[src/rtl/arb3_sched.sv]
// arb3_sched: three-requester scheduler sharing one DW-bit accumulator.
// Each granted transaction adds the winner's operand into the accumulator
// over OP_CYCLES busy cycles plus one DONE cycle that delivers the result.
// Build option: define ARB3_SCHED_FIXED_PRIO_EN for fixed priority a > b > c;
// the default build arbitrates round-robin a -> b -> c -> a.
module arb3_sched #(
    parameter int unsigned OP_CYCLES = 3,
    parameter int unsigned DW        = 8
) (
    input  logic          i_clk,
    input  logic          i_rst_n,
    input  logic          i_a,
    input  logic          i_b,
    input  logic          i_c,
    input  logic [DW-1:0] i_data_a,
    input  logic [DW-1:0] i_data_b,
    input  logic [DW-1:0] i_data_c,
    output logic          o_gnt_a,
    output logic          o_gnt_b,
    output logic          o_gnt_c,
    output logic          o_done_a,
    output logic          o_done_b,
    output logic          o_done_c,
    output logic [DW-1:0] o_a,
    output logic [DW-1:0] o_b,
    output logic [DW-1:0] o_c,
    output logic          o_busy
);

    localparam int unsigned CW = 4;
    localparam int unsigned NR = 3;

    typedef enum logic [1:0] {
        ST_IDLE = 2'd0,
        ST_BUSY = 2'd1,
        ST_DONE = 2'd2
    } state_e;

    state_e        state_q;
    logic [CW-1:0] cnt_q;
    logic [DW-1:0] acc_q;
    logic [DW-1:0] opnd_q;
    logic [DW-1:0] res_a_q;
    logic [DW-1:0] res_b_q;
    logic [DW-1:0] res_c_q;
    logic [NR-1:0] gnt_q;
    logic [NR-1:0] done_q;
    logic          busy_q;

    logic [NR-1:0] req_c;
    logic [NR-1:0] win_c;
    logic [DW-1:0] win_data_c;
    logic [DW-1:0] sum_c;

    assign req_c = {i_c, i_b, i_a};

`ifdef ARB3_SCHED_FIXED_PRIO_EN
    // Fixed priority winner: a beats b beats c.
    always_comb begin
        win_c = '0;
        if (req_c[0])      win_c = 3'b001;
        else if (req_c[1]) win_c = 3'b010;
        else if (req_c[2]) win_c = 3'b100;
    end
`else
    logic [NR-1:0] last_q;  // one-hot, last requester granted

    // Round-robin winner: search starts at the requester after last_q.
    always_comb begin
        win_c = '0;
        if (last_q[0]) begin
            if (req_c[1])      win_c = 3'b010;
            else if (req_c[2]) win_c = 3'b100;
            else if (req_c[0]) win_c = 3'b001;
        end else if (last_q[1]) begin
            if (req_c[2])      win_c = 3'b100;
            else if (req_c[0]) win_c = 3'b001;
            else if (req_c[1]) win_c = 3'b010;
        end else begin
            if (req_c[0])      win_c = 3'b001;
            else if (req_c[1]) win_c = 3'b010;
            else if (req_c[2]) win_c = 3'b100;
        end
    end

    // Pointer moves only when a transaction is launched from IDLE.
    always_ff @(posedge i_clk or negedge i_rst_n) begin
        if (!i_rst_n) begin
            last_q <= 3'b100;
        end else if (state_q == ST_IDLE && (|req_c)) begin
            last_q <= win_c;
        end
    end
`endif

    // Operand of the winning requester; AND-OR mux on the one-hot winner.
    assign win_data_c = ({DW{win_c[0]}} & i_data_a)
                      | ({DW{win_c[1]}} & i_data_b)
                      | ({DW{win_c[2]}} & i_data_c);

    // Accumulator update, wraps modulo 2^DW.
    assign sum_c = acc_q + opnd_q;

    // Scheduler FSM with registered grant, done, busy and result outputs.
    always_ff @(posedge i_clk or negedge i_rst_n) begin
        if (!i_rst_n) begin
            state_q <= ST_IDLE;
            cnt_q   <= '0;
            acc_q   <= '0;
            opnd_q  <= '0;
            res_a_q <= '0;
            res_b_q <= '0;
            res_c_q <= '0;
            gnt_q   <= '0;
            done_q  <= '0;
            busy_q  <= 1'b0;
        end else begin
            done_q <= '0;
            case (state_q)
                ST_IDLE: begin
                    if (|req_c) begin
                        state_q <= ST_BUSY;
                        cnt_q   <= CW'(OP_CYCLES - 1);
                        opnd_q  <= win_data_c;
                        gnt_q   <= win_c;
                        busy_q  <= 1'b1;
                    end
                end
                ST_BUSY: begin
                    if (cnt_q == '0) begin
                        state_q <= ST_DONE;
                        acc_q   <= sum_c;
                        done_q  <= gnt_q;
                        if (gnt_q[0]) res_a_q <= sum_c;
                        if (gnt_q[1]) res_b_q <= sum_c;
                        if (gnt_q[2]) res_c_q <= sum_c;
                    end else begin
                        cnt_q <= cnt_q - CW'(1);
                    end
                end
                ST_DONE: begin
                    state_q <= ST_IDLE;
                    gnt_q   <= '0;
                    busy_q  <= 1'b0;
                end
                default: begin
                    state_q <= ST_IDLE;
                    gnt_q   <= '0;
                    busy_q  <= 1'b0;
                end
            endcase
        end
    end

    assign o_gnt_a  = gnt_q[0];
    assign o_gnt_b  = gnt_q[1];
    assign o_gnt_c  = gnt_q[2];
    assign o_done_a = done_q[0];
    assign o_done_b = done_q[1];
    assign o_done_c = done_q[2];
    assign o_a      = res_a_q;
    assign o_b      = res_b_q;
    assign o_c      = res_c_q;
    assign o_busy   = busy_q;

endmodule

[config.mk]
export PLATFORM = sky130hd
export DESIGN_NAME = arb3_sched
export DESIGN_NICKNAME = d
export VERILOG_FILES = /design/src/rtl/arb3_sched.sv
export SDC_FILE = /design/constraint.sdc
export NUM_CORES = 1
export LEC_CHECK = 0
export ABC_AREA = 0
export ABC_CLOCK_PERIOD_IN_PS = 3800
export CAP_MARGIN = 5
export CORE_MARGIN = 8
export CORE_UTILIZATION = 42
export CTS_CLUSTER_DIAMETER = 30
export CTS_CLUSTER_SIZE = 20
export DETAILED_ROUTE_END_ITERATION = 12
export PLACE_DENSITY = 0.69
export REMOVE_ABC_BUFFERS = 1
export SYNTH_ARGS = -nofsm -noshare
export SYNTH_HDL_FRONTEND = slang
export SYNTH_SLANG_ARGS = --single-unit
[constraint.sdc]
create_clock -name i_clk -period 3.8 [get_ports i_clk]
set_clock_uncertainty 0.05 [all_clocks]
set_input_delay 0.57 -clock i_clk [delete_from_list [all_inputs] [get_ports i_clk]]
set_output_delay 0.57 -clock i_clk [all_outputs]
set_load 0.05 [all_outputs]
# --- Word level (Yosys, flattened, before mapping) ---
# Cells that the tools add are included.
word_totals:
  wordCells: 59
  out_inout_bits: 31
  reg_bits: 55
op_classes:
  add_sub_neg: 2
  muxes: 23
  reduce_logical: 13
  n_bitwise: 6
  eq_ne: 4
ops:
  columns: ["op", "count"]
  rows:
  - ["3-bit 2-to-1 mux", 11]
  - ["8-bit AND", 3]
  - ["8-bit bitwise OR", 2]
  - ["3-bit AND reduction", 4]
  - ["8-bit adder", 1]
  - ["2-bit 2-to-1 mux", 4]
  - ["4-bit 2-to-1 mux", 2]
  - ["4-bit one-hot mux with 2 select lines", 1]
  - ["2-bit AND reduction", 4]
  - ["3-bit one-hot mux with 2 select lines", 1]
  - ["4-bit zero test", 1]
  - ["2-bit != test, second input constant", 2]
  - ["2-bit one-hot mux with 2 select lines", 1]
  - ["4-bit by 1-bit subtractor with 4-bit output, second input constant", 1]
  - ["3-bit OR reduction", 1]
  - ["2-bit by 1-bit equality test with 1-bit output, second input constant", 1]
  - ["2-bit zero test", 1]
  - ["1-bit 2-to-1 mux", 2]
  - ["2-bit by 1-bit != test with 1-bit output, second input constant", 1]
  - ["1-bit one-hot mux with 2 select lines", 1]
  - ["2-bit nonzero test", 1]
  - ["1-bit logical AND", 1]
  - ["1-bit NOT", 1]

# --- Depth between registers and ports, before layout ---
# Gate-level depths: netlist of the first run.
logic_depth:
  depth_word: 8
  depth_mapped: 9

# --- Worst setup path after synthesis of the first run ---
# OpenSTA, ideal clock, no wires.
synth_path:
  kind: "register -> register"
  start: "register acc_q[0]"
  end: "register res_a_q[6] (netlist: o_a[6])"
  path_stages_with_launch: 9
  t_arrival_ps: 1766
  path_buffers: 0
  setup_slack_ps: 1917
  required_time_ps: 3683
  cell_sequence: "dfrtp_1 -> ha_1 -> inv_1 -> fa_1 -> nor2b_1 -> o31a_1 -> or4_1 -> nand3_2 -> mux2_2"
synth_between:
  elab_chain_len: 1
synth_rtl:
  columns: ["item", "line_no", "source"]
  rows:
  - ["from (decl)", "41", "logic [DW-1:0] acc_q;"]
  - ["from (signal assigned)", "132", "acc_q <= sum_c;"]
  - ["8-bit adder", "102", "assign sum_c = acc_q + opnd_q;"]
  - ["to (signal assigned)", "134", "if (gnt_q[0]) res_a_q <= sum_c;"]
  - ["to (decl)", "43", "logic [DW-1:0] res_a_q;"]
# No other way between the ends.
# A chain may end at the register's enable or synchronous reset.

# --- Final worst setup path of the first run ---
layout_path:
  start: "register cnt_q[0]"
  end: "register res_a_q[6] (netlist: o_a[6])"
layout_between:
  elab_chain_len: 2
layout_rtl:
  columns: ["item", "line_no", "source"]
  rows:
  - ["from (decl)", "40", "logic [CW-1:0] cnt_q;"]
  - ["from (signal assigned)", "123", "cnt_q <= CW'(OP_CYCLES - 1);"]
  - ["from (signal assigned)", "138", "cnt_q <= cnt_q - CW'(1);"]
  - ["4-bit zero test", "130", "if (cnt_q == '0) begin"]
  - ["3-bit AND reduction (no source line)", null, null]
# No other way between the ends.

==> insert_results.sql, run 1 <==
INSERT INTO impl_metrics (metric_group, metric, value, unit) VALUES
('timing', 'period_minus_slack', '2.30', 'ns'),
('worst_setup_path', 'critPathCaptureType', 'register', ''),
('global_routing', 'maximum_number_of_pins_on_one_net_before_global_route_repair', '35', ''),
('die', 'die_area', '8640', 'um2'),
('synth', 'unique_masters_post_synth', '33', ''),
('timing', 'max-slew-margin-rel', '49.9', '%'),
('finish', 'final.fill_count', '541', ''),
('finish', 'multi_input_area', '1030', 'um2'),
('place', 'dp.final_hpwl', '4390', 'um'),
('clock_tree', 'cts_root_buf', 'sky130_fd_sc_hd__clkbuf_8', ''),
('worst_setup_path', 'worstPathRequired', '3.94', 'ns'),
('clock_tree', 'cts_max_path_buffers', '2', ''),
('finish', 'n_antenna_cell', '0', ''),
('min_path', 'hold_path.class', 'in -> async', ''),
('worst_setup_path', 'arrival', '2.45', 'ns'),
('timing', 'worst_slew_pin_slew', '0.752', 'ns'),
('timing', 'grt_setup_unrepaired', 'false', ''),
('detailed_routing', 'detail-route-antenna-nets', '0', ''),
('timing', 'final.period_utilization', '60.6', '%'),
('clock_tree', 'clock_latency', '0.30', 'ns'),
('detailed_routing', 'drt_pass1_iterations', '4', ''),
('place', 'routability_congestion', '0.842', ''),
('timing', 'summed_negative_setup_slack_over_all_endpoints', '0', 'ns'),
('global_routing', 'grt_antenna_before_repair', '0', ''),
('run', 'drv.max_cap_violation_count', '0', ''),
('die', 'die_w', '92.9', 'um'),
('finish', 'net_total_in_the_final_layout', '332', ''),
('synth', 'syn-cell-area', '2490', 'um2'),
('timing', 'report.final.slew_viol_count', '0', ''),
('synth', 'post_synth.cell_area_avg', '10.5', 'um2'),
('detailed_routing', 'vias', '1895', ''),
('synth', 'asyncSetResetFlopFracSynth', '100', '%'),
('detailed_routing', 'detail_route.drc_violations', '0', ''),
('die', 'placeable_core_region', '5820', 'um2'),
('global_routing', 'grt_overflow', '0', ''),
('detailed_routing', 'route.detailed.vias_per_inst', '5.12', ''),
('die', 'floorplan.initialDensity', '42.7', '%'),
('clock_tree', 'cts_htree_levels', '2', ''),
('die', 'chipHeight', '92.9', 'um'),
('synth', 'synth_top_cell_by_area', 'sky130_fd_sc_hd__dfrtp_1', ''),
('clock_tree', 'post-cts-setup-buffers', '0', ''),
('finish', 'area_growth', '30.5', '%'),
('worst_setup_path', 'cp_max_fo', '12', ''),
('synth', 'most_area_consuming_cells_after_synthesis', 'sky130_fd_sc_hd__dfrtp_1, sky130_fd_sc_hd__nand2_1, sky130_fd_sc_hd__mux2_2', ''),
('global_routing', 'first_pass_grt_wire_length', '9540', 'um'),
('global_routing', 'grt_usage', '13.9', '%'),
('detailed_routing', 'routed_wire_length_per_instance', '15.3', 'um'),
('synth', 'synth-main-ff-cell', 'sky130_fd_sc_hd__dfrtp_1', ''),
('synth', 'yosys_warnings', '0', ''),
('power_and_ir_drop', 'p_leak', '1.49', 'nW'),
('timing', 'fmax', '434', 'MHz'),
('finish', 'most_frequent_standard_cell_in_the_layout_excluding_fill_and_tap_cells', 'sky130_fd_sc_hd__clkdlybuf4s50_1', ''),
('global_routing', 'number_of_global_route_vias_before_repair', '1875', ''),
('die', 'fp-row-count', '28', ''),
('synth', 'seq_area_frac_synth', '55.4', '%'),
('synth', 'area_fraction_of_the_dominant_cell_type_after_synthesis', '55.4', '%'),
('clock_tree', 'total_clock_sinks', '55', ''),
('outcome', 'outcome', 'finished clean', ''),
('clock_tree', 'tritoncts.num_buffers', '5', ''),
('clock_tree', 'clock_tree_from_tritoncts', 'yes', ''),
('clock_tree', 'ctsResizeCount', '0', ''),
('finish', 'final_layout_size_suffix_gt1_share', '8.81', '%'),
('detailed_routing', 'detail_route.wirelength', '5650', 'um'),
('worst_setup_path', 'setup.worst_path.class', 'reg -> reg', ''),
('timing', 'final-setup-viol-count', '0', ''),
('synth', 'ys_seq_elements', '55', ''),
('worst_setup_path', 'worstSetupStartpointType', 'register', ''),
('synth', 'syn-instance-count', '236', ''),
('timing', 'final_hold_viol_count', '0', ''),
('clock_tree', 'ctsHoldBuffers', '0', ''),
('clock_tree', 'clk_transition_reported_paths', '0.10', 'ns'),
('finish', 'seq_area', '1380', 'um2'),
('synth', 'synth_enable_flop_cells', '0', ''),
('timing', 'fin_worst_hold_slack', '0.270', 'ns'),
('power_and_ir_drop', 'max-vdd-ir-drop', '366', 'uV'),
('die', 'io_pins', '60', ''),
('place', 'io_buffer_count', '59', ''),
('power_and_ir_drop', 'p_per_area', '925', 'nW/um2'),
('finish', 'layout.cells.most_common_list', 'sky130_fd_sc_hd__clkdlybuf4s50_1, sky130_fd_sc_hd__dfrtp_1, sky130_fd_sc_hd__nand2_1, sky130_fd_sc_hd__o21ai_0, sky130_fd_sc_hd__mux2_2', ''),
('detailed_routing', 'drt-initial-drc-count', '109', '');
## per-layer routing
layer  GRT usage, %  vias up  part of all wire [%]
li1               -      937                     -
met1           16.9      907                    44
met2           23.0       49                    49
met3           4.77        2                   6.2
met4           3.62        0                  0.37
met5              0        -                     0
## area by class of cell
cell class,instances,area share (%)
clock buffer,5,2.12
clock inverter,3,1.35
inverter,11,1.27
multi-input combinational,161,31.7
sequential,55,42.4
tap,75,2.89
timing repair buffer,60,18.3
## power by group
group | internal (mW) | switching, mW | leakage, nW
clock network | 0.197 | 0.192 | 0.0581
logic | 0.596 | 1.03 | 0.726
registers | 0.827 | 0.157 | 0.708
total | 1.62 | 1.38 | 1.49
## critical path: stages (launching register included)
cell and delay, ns:
sky130_fd_sc_hd__dfrtp_1 0.42, sky130_fd_sc_hd__inv_1 0.07, sky130_fd_sc_hd__ha_1 0.15, sky130_fd_sc_hd__nor3b_2 0.20
sky130_fd_sc_hd__nand2_1 0.26, sky130_fd_sc_hd__inv_2 0.21, sky130_fd_sc_hd__nand2_1 0.31, sky130_fd_sc_hd__inv_1 0.18
sky130_fd_sc_hd__mux2_2 0.34
## cell families after synthesis
logic type               count (synthesis)  synth area share (%)
XOR/XNOR                                 8                  2.82
flip-flops                              55                  55.4
buffers and inverters                   20                  3.27
adder cells (fa/ha/maj)                  9                  4.83
multiplexers                            14                  6.29
AO/OA/AOI/OAI                           58                  14.8
AND/OR/NAND/NOR                         72                  12.6
## worst paths after layout
kind                                            from                     end  slack (ns)  cells past startpoint
worst max register to register  cnt_q[0]$_DFFE_PN0P_      o_a[6]$_DFFE_PN0P_        1.50                      8
worst max-delay path            cnt_q[0]$_DFFE_PN0P_      o_a[6]$_DFFE_PN0P_        1.50                      8
worst min-delay path                         i_rst_n      o_c[2]$_DFFE_PN0P_        0.27                      1
worst min register to register    o_c[2]$_DFFE_PN0P_      o_c[2]$_DFFE_PN0P_        0.43                      2
max in group asynchronous                    i_rst_n  state_q[1]$_DFFE_PN0P_        2.65                      2
min in group i_clk                o_c[2]$_DFFE_PN0P_      o_c[2]$_DFFE_PN0P_        0.43                      2
## metrics by stage
stage / std cells / setup slack, ns / utilization, % / area [um2] / power, mW
final: 370 / 1.50 / 55.8 / 3250 / 3.00
after global placement: 362 / 1.40 / 53.9 / 3130 / 2.62
after global routing: 370 / 1.27 / 55.8 / 3250 / 3.23
after CTS: 370 / 1.47 / 55.8 / 3250 / 3.04
after floorplan: 227 / 1.86 / - / 2450 / 2.11
after detailed placement: 362 / 1.33 / 53.9 / 3130 / 2.65
## Yosys cell counts, types with 2 or more instances
cell / number
sky130_fd_sc_hd__nand2b_1: 2
sky130_fd_sc_hd__buf_2: 5
sky130_fd_sc_hd__ha_1: 8
sky130_fd_sc_hd__clkbuf_1: 4
sky130_fd_sc_hd__nor3_1: 3
sky130_fd_sc_hd__a22o_1: 2
sky130_fd_sc_hd__a222oi_1: 8
sky130_fd_sc_hd__o21a_1: 5
sky130_fd_sc_hd__nor2_1: 11
sky130_fd_sc_hd__a21oi_1: 10
sky130_fd_sc_hd__dfrtp_1: 55
sky130_fd_sc_hd__xor2_1: 5
sky130_fd_sc_hd__mux2_2: 13
sky130_fd_sc_hd__xnor2_1: 3
sky130_fd_sc_hd__inv_1: 10
sky130_fd_sc_hd__nand2_1: 47
sky130_fd_sc_hd__nor2b_1: 4
sky130_fd_sc_hd__o21ai_0: 26
## registers in the layout, indices dropped and copies added (netlist names)
name / cells
o_a: 8
last_q: 2
cnt_q: 4
done_q: 3
gnt_q: 3
state_q: 2
o_c: 8
acc_q: 8
o_b: 8
o_busy: 1
opnd_q: 8
No activity file was read; power rests on OpenSTA's default activity.
==> run 2: changes to the inputs <==
--- a/config.mk
+++ b/config.mk
@@ -6,14 +6,14 @@
 export NUM_CORES = 1
 export LEC_CHECK = 0
 export ABC_AREA = 0
-export ABC_CLOCK_PERIOD_IN_PS = 3800
+export ABC_CLOCK_PERIOD_IN_PS = 2110
 export CAP_MARGIN = 5
 export CORE_MARGIN = 8
 export CORE_UTILIZATION = 42
 export CTS_CLUSTER_DIAMETER = 30
 export CTS_CLUSTER_SIZE = 20
 export DETAILED_ROUTE_END_ITERATION = 12
-export PLACE_DENSITY = 0.69
+export PLACE_DENSITY = 0.72
 export REMOVE_ABC_BUFFERS = 1
 export SYNTH_ARGS = -nofsm -noshare
 export SYNTH_HDL_FRONTEND = slang
==> constraint.sdc (replaced) <==
create_clock -name i_clk -period 2.11 [get_ports i_clk]
set_clock_uncertainty 0.05 [all_clocks]
set_input_delay 0.3165 -clock i_clk [delete_from_list [all_inputs] [get_ports i_clk]]
set_output_delay 0.3165 -clock i_clk [all_outputs]
set_load 0.05 [all_outputs]
==> run 2 against run 1 <==
Global-route usage increased by 0.34 points. Routed wire length is 2.0% higher. Sequential power rose by 81%. First-iteration DRC count fell by 13%. Via count increased by 2.0%. Clock power up 81%. Cell count grew 3.0%. Combinational power up 90%. Hold slack improved by 0.077 ns. Non-clock buffer count rose by 11. Total power up 86%. Fmax increased by 12%. Highest routed layer unchanged.
==> insert_results.sql, run 2 (synthesized netlist as in run 1, its figures left out) <==
INSERT INTO impl_metrics (metric_group, metric, value, unit) VALUES
('clock_tree', 'tritoncts.num_buffers', '5', ''),
('worst_setup_path', 'cp_max_fo', '4', ''),
('timing', 'fin_worst_hold_slack', '0.346', 'ns'),
('power_and_ir_drop', 'p_leak', '1.54', 'nW'),
('finish', 'final.fill_count', '520', ''),
('worst_setup_path', 'critPathCaptureType', 'register', ''),
('finish', 'final_layout_size_suffix_gt1_share', '13.7', '%'),
('place', 'io_buffer_count', '59', ''),
('die', 'die_w', '92.9', 'um'),
('timing', 'report.final.slew_viol_count', '0', ''),
('finish', 'most_frequent_standard_cell_in_the_layout_excluding_fill_and_tap_cells', 'sky130_fd_sc_hd__clkdlybuf4s50_1', ''),
('timing', 'fmax', '485', 'MHz'),
('clock_tree', 'clock_latency', '0.32', 'ns'),
('timing', 'worst_slew_pin_slew', '0.513', 'ns'),
('timing', 'final_hold_viol_count', '0', ''),
('detailed_routing', 'detail-route-antenna-nets', '0', ''),
('power_and_ir_drop', 'total_power', '5.57', 'mW'),
('worst_setup_path', 'worstPathRequired', '2.32', 'ns'),
('detailed_routing', 'routed_wire_length_per_instance', '15.1', 'um'),
('die', 'chipHeight', '92.9', 'um'),
('die', 'die_area', '8640', 'um2'),
('power_and_ir_drop', 'p_per_area', '1650', 'nW/um2'),
('detailed_routing', 'drt_pass1_iterations', '5', ''),
('clock_tree', 'cts_htree_levels', '2', ''),
('finish', 'n_antenna_cell', '0', ''),
('detailed_routing', 'drt-initial-drc-count', '95', ''),
('global_routing', 'grt_usage', '14.2', '%'),
('timing', 'worst_case_setup_margin_in_the_final_layout', '0.0476', 'ns'),
('finish', 'net_total_in_the_final_layout', '343', ''),
('finish', 'multi_input_area', '1060', 'um2'),
('place', 'dp.final_hpwl', '4460', 'um'),
('outcome', 'outcome', 'finished clean', ''),
('global_routing', 'maximum_number_of_pins_on_one_net_before_global_route_repair', '46', ''),
('timing', 'final-setup-viol-count', '0', ''),
('clock_tree', 'clk_transition_reported_paths', '0.10', 'ns'),
('finish', 'seq_area', '1380', 'um2'),
('timing', 'period_minus_slack', '2.06', 'ns'),
('finish', 'area_growth', '35.6', '%'),
('global_routing', 'number_of_global_route_vias_before_repair', '2009', ''),
('timing', 'final.period_utilization', '97.7', '%'),
('place', 'placed_cells_incl_taps', '370', ''),
('detailed_routing', 'vias', '1932', ''),
('detailed_routing', 'route.detailed.vias_per_inst', '5.07', ''),
('timing', 'grt_setup_unrepaired', 'true', ''),
('global_routing', 'grt_antenna_before_repair', '0', ''),
('place', 'routability_congestion', '0.837', ''),
('min_path', 'hold_path.class', 'in -> async', ''),
('run', 'drv.max_cap_violation_count', '0', ''),
('detailed_routing', 'detail_route.wirelength', '5770', 'um'),
('global_routing', 'first_pass_grt_wire_length', '9840', 'um'),
('place', 'dp_slack', '0.0817', 'ns'),
('worst_setup_path', 'setup.worst_path.class', 'reg -> reg', ''),
('detailed_routing', 'detail_route.drc_violations', '0', ''),
('clock_tree', 'cts_max_path_buffers', '2', ''),
('die', 'floorplan.initialDensity', '42.7', '%'),
('die', 'placeable_core_region', '5820', 'um2'),
('finish', 'layout.cells.most_common_list', 'sky130_fd_sc_hd__clkdlybuf4s50_1, sky130_fd_sc_hd__dfrtp_1, sky130_fd_sc_hd__nand2_1, sky130_fd_sc_hd__o21ai_0, sky130_fd_sc_hd__mux2_2', ''),
('global_routing', 'grt_overflow', '0', ''),
('die', 'io_pins', '60', ''),
('clock_tree', 'clock_tree_from_tritoncts', 'yes', ''),
('worst_setup_path', 'worstSetupStartpointType', 'register', ''),
('clock_tree', 'total_clock_sinks', '55', ''),
('power_and_ir_drop', 'max-vdd-ir-drop', '870', 'uV'),
('die', 'fp-row-count', '28', ''),
('timing', 'max-slew-margin-rel', '65.7', '%'),
('finish', 'fin_cells', '381', ''),
('clock_tree', 'cts_root_buf', 'sky130_fd_sc_hd__clkbuf_8', ''),
('worst_setup_path', 'arrival', '2.28', 'ns');
run 2: routing by layer:
layer / up-vias / global-route usage (%) / routed length, um
met5: - / 0 / 0
met3: 4 / 5.10 / 363
met2: 44 / 22.8 / 2800
met1: 926 / 17.4 / 2550
met4: 0 / 4.56 / 55
li1: 958 / - / -
run 2: through the flow:
stage / cell area, um2 / setup TNS, ns / util [%]
after floorplan: 2450 / 0 / -
after global placement: 3210 / 0 / 55.1
after detailed placement: 3210 / 0 / 55.1
after CTS: 3330 / 0 / 57.2
after global routing: 3370 / -0.0442 / 58.0
final: 3370 / 0 / 58.0
run 2: layout make-up:
class	count	share of cell area [%]
clock buffers	5	2.04
clock inverters	3	1.30
inverters	11	1.22
multi-input cells	161	31.3
flip-flops and latches	55	40.8
well taps	75	2.78
repair buffers	71	20.5
run 2: power by group:
part           total [mW]  switching (mW)  internal, mW  leakage [nW]
Clock               0.706           0.352         0.354        0.0581
Sequential           1.78           0.289          1.49         0.708
Combinational        3.09            1.90          1.19         0.777
run 2: path summary, 6_finish.rpt:
| path | startpoint | end | slack (ns) | depth (start not counted) |
|---|---|---|---|---|
| worst max-delay path | opnd_q[0]$_DFFE_PN0P_ | o_a[6]$_DFFE_PN0P_ | 0.05 | 8 |
| worst min-delay path | i_rst_n | o_c[2]$_DFFE_PN0P_ | 0.35 | 2 |
| max in group asynchronous | i_rst_n | opnd_q[3]$_DFFE_PN0P_ | 1.15 | 3 |
| worst max register to register | opnd_q[0]$_DFFE_PN0P_ | o_a[6]$_DFFE_PN0P_ | 0.05 | 8 |
| min in group i_clk | acc_q[4]$_DFFE_PN0P_ | acc_q[4]$_DFFE_PN0P_ | 0.44 | 2 |
| worst min register to register | acc_q[4]$_DFFE_PN0P_ | acc_q[4]$_DFFE_PN0P_ | 0.44 | 2 |
run 2: critical path, cell delays in order (launching register included):
cell and delay (ns):
sky130_fd_sc_hd__dfrtp_1 0.39, sky130_fd_sc_hd__ha_2 0.21, sky130_fd_sc_hd__inv_1 0.08, sky130_fd_sc_hd__fa_2 0.21, sky130_fd_sc_hd__nor2b_2 0.05, sky130_fd_sc_hd__o31a_1 0.32
sky130_fd_sc_hd__or4_1 0.42, sky130_fd_sc_hd__nand3_2 0.12, sky130_fd_sc_hd__mux2_2 0.16
run 2: repair_timing:
action                                 in CTS  in global routing
endpoints found under the hold margin      10                  0
buffers inserted                            0                  2
gates resized for setup                     0                  6
setup endpoints to repair                   0                  6
hold buffers                                1                  0
